**config.mk**
```make
export PLATFORM = sky130hd
export DESIGN_NAME = apb4_queued_master
export DESIGN_NICKNAME = d
export VERILOG_FILES = /design/src/rtl/apb4_pkg.sv /design/src/rtl/apb_cmd_fifo.sv /design/src/rtl/apb4_queued_master.sv
export SDC_FILE = /design/constraint.sdc
export NUM_CORES = 1
export LEC_CHECK = 0
export CORE_MARGIN = 1
export CORE_UTILIZATION = 40
export CTS_CLUSTER_DIAMETER = 50
export CTS_CLUSTER_SIZE = 20
export DETAILED_ROUTE_END_ITERATION = 8
export GPL_TIMING_DRIVEN = 0
export SLEW_MARGIN = 20
export SYNTH_ARGS = -nofsm -noshare
export SYNTH_HDL_FRONTEND = slang
export SYNTH_HIERARCHICAL = 1
export SYNTH_SLANG_ARGS = --single-unit
```
**constraint.sdc**
```tcl
create_clock -name PCLK -period 3.31 [get_ports PCLK]
set_input_delay 0.662 -clock PCLK [delete_from_list [all_inputs] [get_ports PCLK]]
set_output_delay 0.662 -clock PCLK [all_outputs]
set_load 0.02 [all_outputs]
```
**src/rtl/apb4_pkg.sv**
```systemverilog
// Shared types for the queued APB4 master: FSM states, response status codes
// and the command record that travels through the command queue.
package apb4_pkg;

  typedef enum logic [1:0] {
    ST_IDLE   = 2'd0,
    ST_SETUP  = 2'd1,
    ST_ACCESS = 2'd2
  } apb_state_e;

  typedef enum logic [1:0] {
    RSP_OK      = 2'b00,
    RSP_SLVERR  = 2'b01,
    RSP_TIMEOUT = 2'b10
  } rsp_status_e;

  // The record is sized for the widest supported bus (32-bit address and data).
  localparam int CMD_ADDR_MAX = 32;
  localparam int CMD_DATA_MAX = 32;
  localparam int CMD_STRB_MAX = CMD_DATA_MAX / 8;

  typedef struct packed {
    logic                    write;
    logic [CMD_ADDR_MAX-1:0] addr;
    logic [CMD_DATA_MAX-1:0] wdata;
    logic [CMD_STRB_MAX-1:0] strb;
    logic [2:0]              prot;
  } apb_cmd_t;

endpackage

```
**src/rtl/apb_cmd_fifo.sv**
```systemverilog
// Command queue: DEPTH-entry circular buffer with registered full/empty derived
// from pointers that carry one extra wrap bit.
module apb_cmd_fifo #(
  parameter int WIDTH = 8,
  parameter int DEPTH = 4
) (
  input  logic             PCLK,
  input  logic             PRESETn,
  input  logic             push,
  input  logic [WIDTH-1:0] wdata,
  input  logic             pop,
  output logic [WIDTH-1:0] rdata,
  output logic             full,
  output logic             empty
);

  localparam int AW = $clog2(DEPTH);

  logic [AW:0]      wptr_q, rptr_q;
  logic [WIDTH-1:0] mem_q [DEPTH];
  logic             do_push, do_pop;

  assign do_push = push && !full;
  assign do_pop  = pop && !empty;

  always_ff @(posedge PCLK or negedge PRESETn) begin
    if (!PRESETn) begin
      wptr_q <= '0;
      rptr_q <= '0;
    end else begin
      if (do_push) wptr_q <= wptr_q + {{AW{1'b0}}, 1'b1};
      if (do_pop)  rptr_q <= rptr_q + {{AW{1'b0}}, 1'b1};
    end
  end

  // NOTE: the storage array is deliberately left out of reset; the empty flag
  // gates every use of rdata, so stale contents are never observed.
  always_ff @(posedge PCLK) begin
    if (do_push) mem_q[wptr_q[AW-1:0]] <= wdata;
  end

  assign rdata = mem_q[rptr_q[AW-1:0]];
  assign empty = (wptr_q == rptr_q);
  assign full  = (wptr_q[AW] != rptr_q[AW]) && (wptr_q[AW-1:0] == rptr_q[AW-1:0]);

endmodule

```
**src/rtl/apb4_queued_master.sv**
```systemverilog
// APB4 requester fed from a command queue: issues queued commands in order,
// back-to-back when possible, and returns one response pulse per transfer.
module apb4_queued_master
  import apb4_pkg::*;
#(
  parameter int ADDR_WIDTH     = 32,
  parameter int DATA_WIDTH     = 32,
  parameter int CMD_DEPTH      = 4,
  parameter int TIMEOUT_CYCLES = 16
) (
  input  logic                    PCLK,
  input  logic                    PRESETn,
  input  logic                    cmd_valid,
  output logic                    cmd_ready,
  input  logic                    cmd_write,
  input  logic [ADDR_WIDTH-1:0]   cmd_addr,
  input  logic [DATA_WIDTH-1:0]   cmd_wdata,
  input  logic [DATA_WIDTH/8-1:0] cmd_strb,
  input  logic [2:0]              cmd_prot,
  output logic                    rsp_valid,
  output logic [DATA_WIDTH-1:0]   rsp_rdata,
  output logic [1:0]              rsp_status,
  output logic                    PSEL,
  output logic                    PENABLE,
  output logic                    PWRITE,
  output logic [ADDR_WIDTH-1:0]   PADDR,
  output logic [DATA_WIDTH-1:0]   PWDATA,
  output logic [DATA_WIDTH/8-1:0] PSTRB,
  output logic [2:0]              PPROT,
  input  logic                    PREADY,
  input  logic                    PSLVERR,
  input  logic [DATA_WIDTH-1:0]   PRDATA
);

  localparam int STRB_W = DATA_WIDTH / 8;
  localparam int CNT_W  = (TIMEOUT_CYCLES > 0) ? $clog2(TIMEOUT_CYCLES + 1) : 1;
  // Count value seen on the final permitted wait edge.
  localparam logic [CNT_W-1:0] TO_LAST = CNT_W'(TIMEOUT_CYCLES - 1);

  apb_state_e       state_q, state_d;
  rsp_status_e      rsp_status_q;
  apb_cmd_t         cmd_in, cmd_head;
  logic             fifo_full, fifo_empty, pop, xfer_end, timed_out;
  logic [CNT_W-1:0] wait_cnt_q;

  always_comb begin
    cmd_in       = '0;
    cmd_in.write = cmd_write;
    cmd_in.addr  = CMD_ADDR_MAX'(cmd_addr);
    cmd_in.wdata = CMD_DATA_MAX'(cmd_wdata);
    cmd_in.strb  = CMD_STRB_MAX'(cmd_strb);
    cmd_in.prot  = cmd_prot;
  end

  apb_cmd_fifo #(
    .WIDTH ($bits(apb_cmd_t)),
    .DEPTH (CMD_DEPTH)
  ) u_cmd_fifo (
    .PCLK    (PCLK),
    .PRESETn (PRESETn),
    .push    (cmd_valid),
    .wdata   (cmd_in),
    .pop     (pop),
    .rdata   (cmd_head),
    .full    (fifo_full),
    .empty   (fifo_empty)
  );

  assign cmd_ready  = !fifo_full;
  assign rsp_status = rsp_status_q;

  always_ff @(posedge PCLK or negedge PRESETn) begin
    if (!PRESETn) state_q <= ST_IDLE;
    else          state_q <= state_d;
  end

  // NOTE: every output of this block gets a default first so no path leaves
  // a variable unassigned, which would otherwise infer a latch.
  always_comb begin
    state_d   = state_q;
    pop       = 1'b0;
    xfer_end  = 1'b0;
    timed_out = 1'b0;
    case (state_q)
      ST_IDLE: begin
        if (!fifo_empty) begin
          state_d = ST_SETUP;
          pop     = 1'b1;
        end
      end
      ST_SETUP: state_d = ST_ACCESS;
      ST_ACCESS: begin
        if (PREADY) begin
          xfer_end = 1'b1;
        end else if (TIMEOUT_CYCLES != 0 && wait_cnt_q == TO_LAST) begin
          xfer_end  = 1'b1;
          timed_out = 1'b1;
        end
        if (xfer_end) begin
          if (!fifo_empty) begin
            state_d = ST_SETUP;
            pop     = 1'b1;
          end else begin
            state_d = ST_IDLE;
          end
        end
      end
      default: state_d = ST_IDLE;
    endcase
  end

  always_ff @(posedge PCLK or negedge PRESETn) begin
    if (!PRESETn) begin
      PSEL         <= 1'b0;
      PENABLE      <= 1'b0;
      PWRITE       <= 1'b0;
      PADDR        <= '0;
      PWDATA       <= '0;
      PSTRB        <= '0;
      PPROT        <= '0;
      wait_cnt_q   <= '0;
      rsp_valid    <= 1'b0;
      rsp_rdata    <= '0;
      rsp_status_q <= RSP_OK;
    end else begin
      rsp_valid <= xfer_end;
      if (xfer_end) begin
        rsp_status_q <= timed_out ? RSP_TIMEOUT : (PSLVERR ? RSP_SLVERR : RSP_OK);
        rsp_rdata    <= (!timed_out && !PWRITE) ? PRDATA : '0;
      end
      // PWRITE above still names the finishing transfer; the load below is non-blocking.
      if (pop) begin
        PSEL       <= 1'b1;
        PENABLE    <= 1'b0;
        PWRITE     <= cmd_head.write;
        PADDR      <= cmd_head.addr[ADDR_WIDTH-1:0];
        PWDATA     <= cmd_head.wdata[DATA_WIDTH-1:0];
        PSTRB      <= cmd_head.write ? cmd_head.strb[STRB_W-1:0] : '0;
        PPROT      <= cmd_head.prot;
        wait_cnt_q <= '0;
      end else if (state_q == ST_SETUP) begin
        PENABLE <= 1'b1;
      end else if (xfer_end) begin
        PSEL    <= 1'b0;
        PENABLE <= 1'b0;
      end else if (state_q == ST_ACCESS) begin
        wait_cnt_q <= wait_cnt_q + CNT_W'(1);
      end
    end
  end

endmodule

```
==> results of run 1 <==
-- path summary, 6_finish.rpt --
| path | startpoint | slack, ns | cells past startpoint | to |
|---|---|---|---|---|
| max in group asynchronous | PRESETn | 2.55 | 2 | PADDR[10] |
| setup / recovery | u_cmd_fifo/wptr_q[0] | 0.40 | 6 | cmd_ready |
| min in group PCLK | PREADY | 0.33 | 2 | rsp_status[1] |
| setup reg to reg | u_cmd_fifo/wptr_q[0] | 0.82 | 12 | u_cmd_fifo/rptr_q[1] |
| hold / removal | PRESETn | 0.01 | 1 | PADDR[28] |
| hold reg to reg | rsp_status[0] | 0.49 | 1 | rsp_status[0] |
-- cells in the mapped netlist, drive strengths merged --
cell type / instances
edfxtp: 288
dfrtp: 122
mux4: 72
mux2: 68
a22o: 32
buf: 26
inv: 12
o21ai: 12
nand2: 9
clkbuf: 8
ha: 7
a21o: 6
a21oi: 5
and3: 5
a31oi: 4
and2: 4
nand3: 4
nor2: 4
xnor2: 4
xor2: 3
a32o: 2
mux2i: 2
nand2b: 2
nor3b: 2
or2: 2
and2b: 1
and3b: 1
nor3: 1
nor4: 1
nor4b: 1
-- per-layer routing --
| layer | vias to the layer above | global-route usage (%) | share of wire [%] |
|---|---|---|---|
| met5 | - | 0 | 0.036 |
| li1 | 3401 | - | - |
| met3 | 49 | 4.40 | 6.4 |
| met2 | 203 | 26.2 | 49 |
| met1 | 3827 | 19.6 | 42 |
| met4 | 2 | 6.30 | 2.6 |
-- area by class of cell --
type | count | area (um2) | share of cell area, %
Tap cell | 518 | 648 | 3.21
Sequential cell | 410 | 11700 | 58.0
Clock buffer | 49 | 1100 | 5.45
Multi-Input combinational cell | 254 | 3520 | 17.4
Buffer | 34 | 393 | 1.95
Antenna cell | 2 | 5.00 | 0.0248
Clock inverter | 27 | 349 | 1.73
Timing Repair Buffer | 226 | 2400 | 11.9
Inverter | 12 | 57.6 | 0.285
-- sequential cells by signal (all words and copies together), names as in the netlist --
register	flops
u_cmd_fifo/mem_q	288
PADDR	32
PWDATA	32
rsp_rdata	32
wait_cnt_q	5
PSTRB	4
PPROT	3
u_cmd_fifo/rptr_q	3
u_cmd_fifo/wptr_q	3
rsp_status	2
state_q	2
PENABLE	1
PSEL	1
PWRITE	1
rsp_valid	1
-- logic make-up after synthesis --
| logic type | synth area share [%] |
|---|---|
| AOI/OAI and AO/OA | 3.05 |
| xor gates and xnor gates | 0.487 |
| adders and majority gates | 0.559 |
| buffers and inverters | 2.88 |
| DFF | 74.7 |
| muxes | 17.0 |
| and+or+nand+nor | 1.37 |
-- power groups by stage --
stage / Combinational, mW / Clock [mW] / Sequential, mW
final: 7.87 / 4.89 / 7.59
after global routing: 8.46 / 5.21 / 7.74
after floorplan: 4.64 / 0 / 8.38
after detailed placement: 8.06 / 0 / 7.70
after global placement: 7.85 / 0 / 7.79
after CTS: 8.08 / 5.05 / 7.61
-- per-stage QoR --
stage	setup TNS [ns]	hold slack, ns	worst slack, ns
finish	0	0.0147	0.404
global placement	-989.66	0.459	-4.29
global route	0	0.0300	0.178
floorplan	0	0.366	0.235
CTS	0	0.0161	0.314
detailed placement	0	0.480	0.464
==> flow_summary.yaml, run 1 <==
status:
  status: "finished clean"
global_routing:
  grt_max_degree: 76
  gr-total-overflow: 0
  antenna_found_initial: 2
  track_usage_pct: 15.8
  grt_pass1_wl_um: 46700
  grt_pass1_vias: 7929
detailed_routing:
  drcViolationCount: 0
  drt-initial-drc-count: 277
  vias: 7482
  drt_wl_total_um: 30800
  ant_nets: 0
  first_pass_iters: 4
  wl_per_cell_um: 20.1
  drt-vias-per-instance: 4.88
clocking:
  postCtsHoldBufs: 0
  cts.clk_slew.worst_paths_ns: 0.07
  clock-root-buffer: "clkbuf_16"
  clk_path_buf_depth: 3
  cts-resized-gates: 0
  insertion_delay_ns: 0.56
  post_cts_buffers: 0
  h-tree-depth: 2
  cts_sinks: 410
  numCtsBuffers: 41
  cts_tree: "yes"
setup_path:
  critPathKind: "flip-flop to primary output"
  setup.worst_path.start_class: "flip-flop"
  max_stage_delay_ns: 0.55
  slowest_stage: "clkdlybuf4s50_1"
  crit_buf_inv: 4
  crit_fanout: 10
  cp-end-kind: "primary output"
  cp_common_cell: "inv_1"
  path_cells: "xnor2_1 -> buf_2 -> nand3_1 -> inv_1 -> inv_1 -> clkdlybuf4s50_1"
  required_ns: 2.65
  cp_top_family: "buffers and inverters"
  crit_arrival_ns: 2.24
final_layout:
  fin_util_pct: 52.2
  fin_area_um2: 20200
  final_common_cell: "edfxtp_1"
  fill_cells: 3060
  layout.cells.non_filler: 1532
  drive_gt1_share_pct: 25.4
  fin_nets: 1095
  final_cell_mix: "288 x edfxtp_1, 216 x clkdlybuf4s50_1, 122 x dfrtp_1"
  syn2layout_area_growth_pct: 28.8
timing:
  maxClockFrequency_ghz: 0.344
  worstMarginPinSlew_ns: 0.809
  setup_violations: 0
  fin_crit_ns: 2.91
  finalCritPeriodShare_pct: 87.8
  rsz0062_at_grt: "no"
  skew_ns: 0.0133
  slew_headroom_pct: 45.9
  hold_violations: 0
  slew_violations: 0
power_and_ir_drop:
  p_switching_mw: 6.21
  p_sw_share_pct: 30.5
  power_density_nw_per_um2: 1010
  p_leak_nw: 7.35
  total_power_mw: 20.4
  ir_drop_mv: 0.637
  p_int_mw: 14.1
  power_frac_clock_pct: 24.0
  combPwrFrac_pct: 38.7
  seqPwrFrac_pct: 37.3
synth:
  synth-seq-cells: 410
  synth_top_cell_area_share_pct: 55.2
  synth_area_leaders: "edfxtp_1 55%, dfrtp_1 19%, mux4_2 10%, mux2_4 6.3%, a22o_1 1.8%"
  syn_area_um2: 15700
  yosysTopAreaCell: "edfxtp_1"
  yosysSeqAreaShare_pct: 74.7
  yosysUniqueCellTypes: 43
  synthCells: 710
  synth_warnings: 6
  syn_nets: 826
  syn_area_per_cell_um2: 22.1
place:
  portBuffers: 217
  gp_congestion: 0.682
  place_area_um2: 18700
  place_inst: 1454
  dp_hpwl_um: 19400
floorplanning:
  fp.dieH_um: 200
  core.rowCount: 72
  initial_utilization_pct: 40.5
  top_level_ports: 219
  coreArea_um2: 38600
  die_x_um: 200
  dieArea_um2: 40000
flow_run:
  max_cap_viol_count: 0
hold_path:
  hold_path_class: "input port to asynchronous set/reset pin"
(Power assumes the default switching activity.)
==> inputs of run 2 (changes only) <==
- SKIP_LAST_GASP: default -> 1
==> results of run 2 <==
The final DEF is identical to that of run 1; final timing and power are the same.
==> inputs of run 3 (changes only) <==
- CORE_MARGIN: 1 -> 10
==> flow_summary.yaml, run 3 (synthesis gave the netlist of run 1 again) <==
setup_path:
  critPathKind: "flip-flop to primary output"
  cp-end-kind: "primary output"
  setup.worst_path.start_class: "flip-flop"
  crit_arrival_ns: 2.23
  r2r_slack_ns: 0.79
  required_ns: 2.65
  crit_fanout: 10
final_layout:
  fill_cells: 3070
  drive_gt1_share_pct: 25.4
  layout.cells.non_filler: 1529
  regArea_um2: 11700
  largest_reg_flops: 288
  final_common_cell: "edfxtp_1"
  diodes: 0
  multi_input_area_um2: 3520
  fin_area_um2: 20200
  syn2layout_area_growth_pct: 28.8
  fin_nets: 1094
  final_cell_mix: "288 x edfxtp_1, 216 x clkdlybuf4s50_1, 122 x dfrtp_1"
  fin_util_pct: 52.2
global_routing:
  antenna_found_initial: 1
  gr-total-overflow: 0
  grt_max_degree: 64
  grt_pass1_wl_um: 51900
  grt_pass1_vias: 8385
  track_usage_pct: 14.3
clocking:
  cts_tree: "yes"
  cts_sinks: 410
  clk_path_buf_depth: 3
  cts.clk_slew.worst_paths_ns: 0.07
  cts-resized-gates: 0
  postCtsHoldBufs: 0
  numCtsBuffers: 41
  post_cts_buffers: 0
  insertion_delay_ns: 0.57
  h-tree-depth: 2
  clock-root-buffer: "clkbuf_16"
floorplanning:
  core.rowCount: 72
  die_x_um: 218
  fp.dieH_um: 218
  initial_utilization_pct: 40.5
  dieArea_um2: 47500
  coreArea_um2: 38600
  top_level_ports: 219
timing:
  worst_slack_ns: 0.420
  worstMarginPinSlew_ns: 0.849
  skew_ns: 0.0310
  maxClockFrequency_ghz: 0.346
  setup_violations: 0
  slew_violations: 0
  fin_crit_ns: 2.89
  finalCritPeriodShare_pct: 87.3
  hold_violations: 0
  slew_headroom_pct: 43.2
  rsz0062_at_grt: "no"
place:
  dp_slack_ns: 0.330
  gp_congestion: 0.726
  place_inst: 1453
  portBuffers: 217
  dp_hpwl_um: 21400
  place_area_um2: 18700
detailed_routing:
  drt_wl_total_um: 33600
  first_pass_iters: 4
  drcViolationCount: 0
  wl_per_cell_um: 22.0
  drt-initial-drc-count: 501
  vias: 7538
  ant_nets: 0
  drt-vias-per-instance: 4.93
hold_path:
  hold_path_class: "input port to asynchronous set/reset pin"
flow_run:
  max_cap_viol_count: 0
status:
  status: "finished clean"
power_and_ir_drop:
  p_leak_nw: 7.36
  ir_drop_mv: 0.533
  total_power_mw: 20.5
  power_density_nw_per_um2: 1010
==> run 3: cell count changes in the layout (fill, tap and decap cells not counted), sizes merged <==
cell	previous run	this run
clkinv	11	15
inv	22	19
clkbuf	57	56
buf	36	35
diode	2	0
==> run 3: cell type report <==
type	count	area share, %
Sequential cell	410	58.0
Multi-Input combinational cell	254	17.4
Clock buffer	48	5.52
Inverter	12	0.285
Clock inverter	28	1.73
Buffer	34	1.95
Tap cell	518	3.21
Timing Repair Buffer	225	11.9
==> run 3: worst max-delay path, cell delays in order (launching register included) <==
cell and delay, ns:
dfrtp_1 0.43, xnor2_1 0.22, buf_2 0.27, nand3_1 0.12
inv_1 0.07, inv_1 0.03, clkdlybuf4s50_1 0.53
==> run 3: per-layer routing <==
metal  vias to the layer above  track usage, %  share of wire (%)  routed length, um
li1                       3404               -                  -                  -
met1                      3907            17.9                 42              14300
met2                       183            23.7                 49              16600
met3                        42            3.88                6.4               2160
met4                         2            4.35                1.7                559
met5                         -               0              0.039                 13
==> run 3: stage by stage <==
stage	TNS [ns]	hold WS (ns)
floorplan	0	0.366
global placement	-1032.49	0.460
detailed placement	0	0.484
CTS	0	0.0467
global route	0	0.0524
finish	0	0.0362
==> run 3: where the power goes <==
| group | switching (mW) | internal, mW | leakage (nW) | total (mW) |
|---|---|---|---|---|
| registers | 0.611 | 7.04 | 4.13 | 7.65 |
| clock network | 2.08 | 2.82 | 0.711 | 4.90 |
| logic | 3.59 | 4.32 | 2.52 | 7.92 |
==> run 3: final timing paths <==
check,from,end,cells after the start
worst max-delay path,u_cmd_fifo/wptr_q[0],cmd_ready,6
worst min-delay path,PRESETn,rsp_rdata[4],1
worst max register to register,u_cmd_fifo/wptr_q[0],u_cmd_fifo/rptr_q[0],12
worst min register to register,PSEL,PSEL,1
max in group asynchronous,PRESETn,PADDR[1],2
min in group PCLK,PREADY,rsp_status[1],2
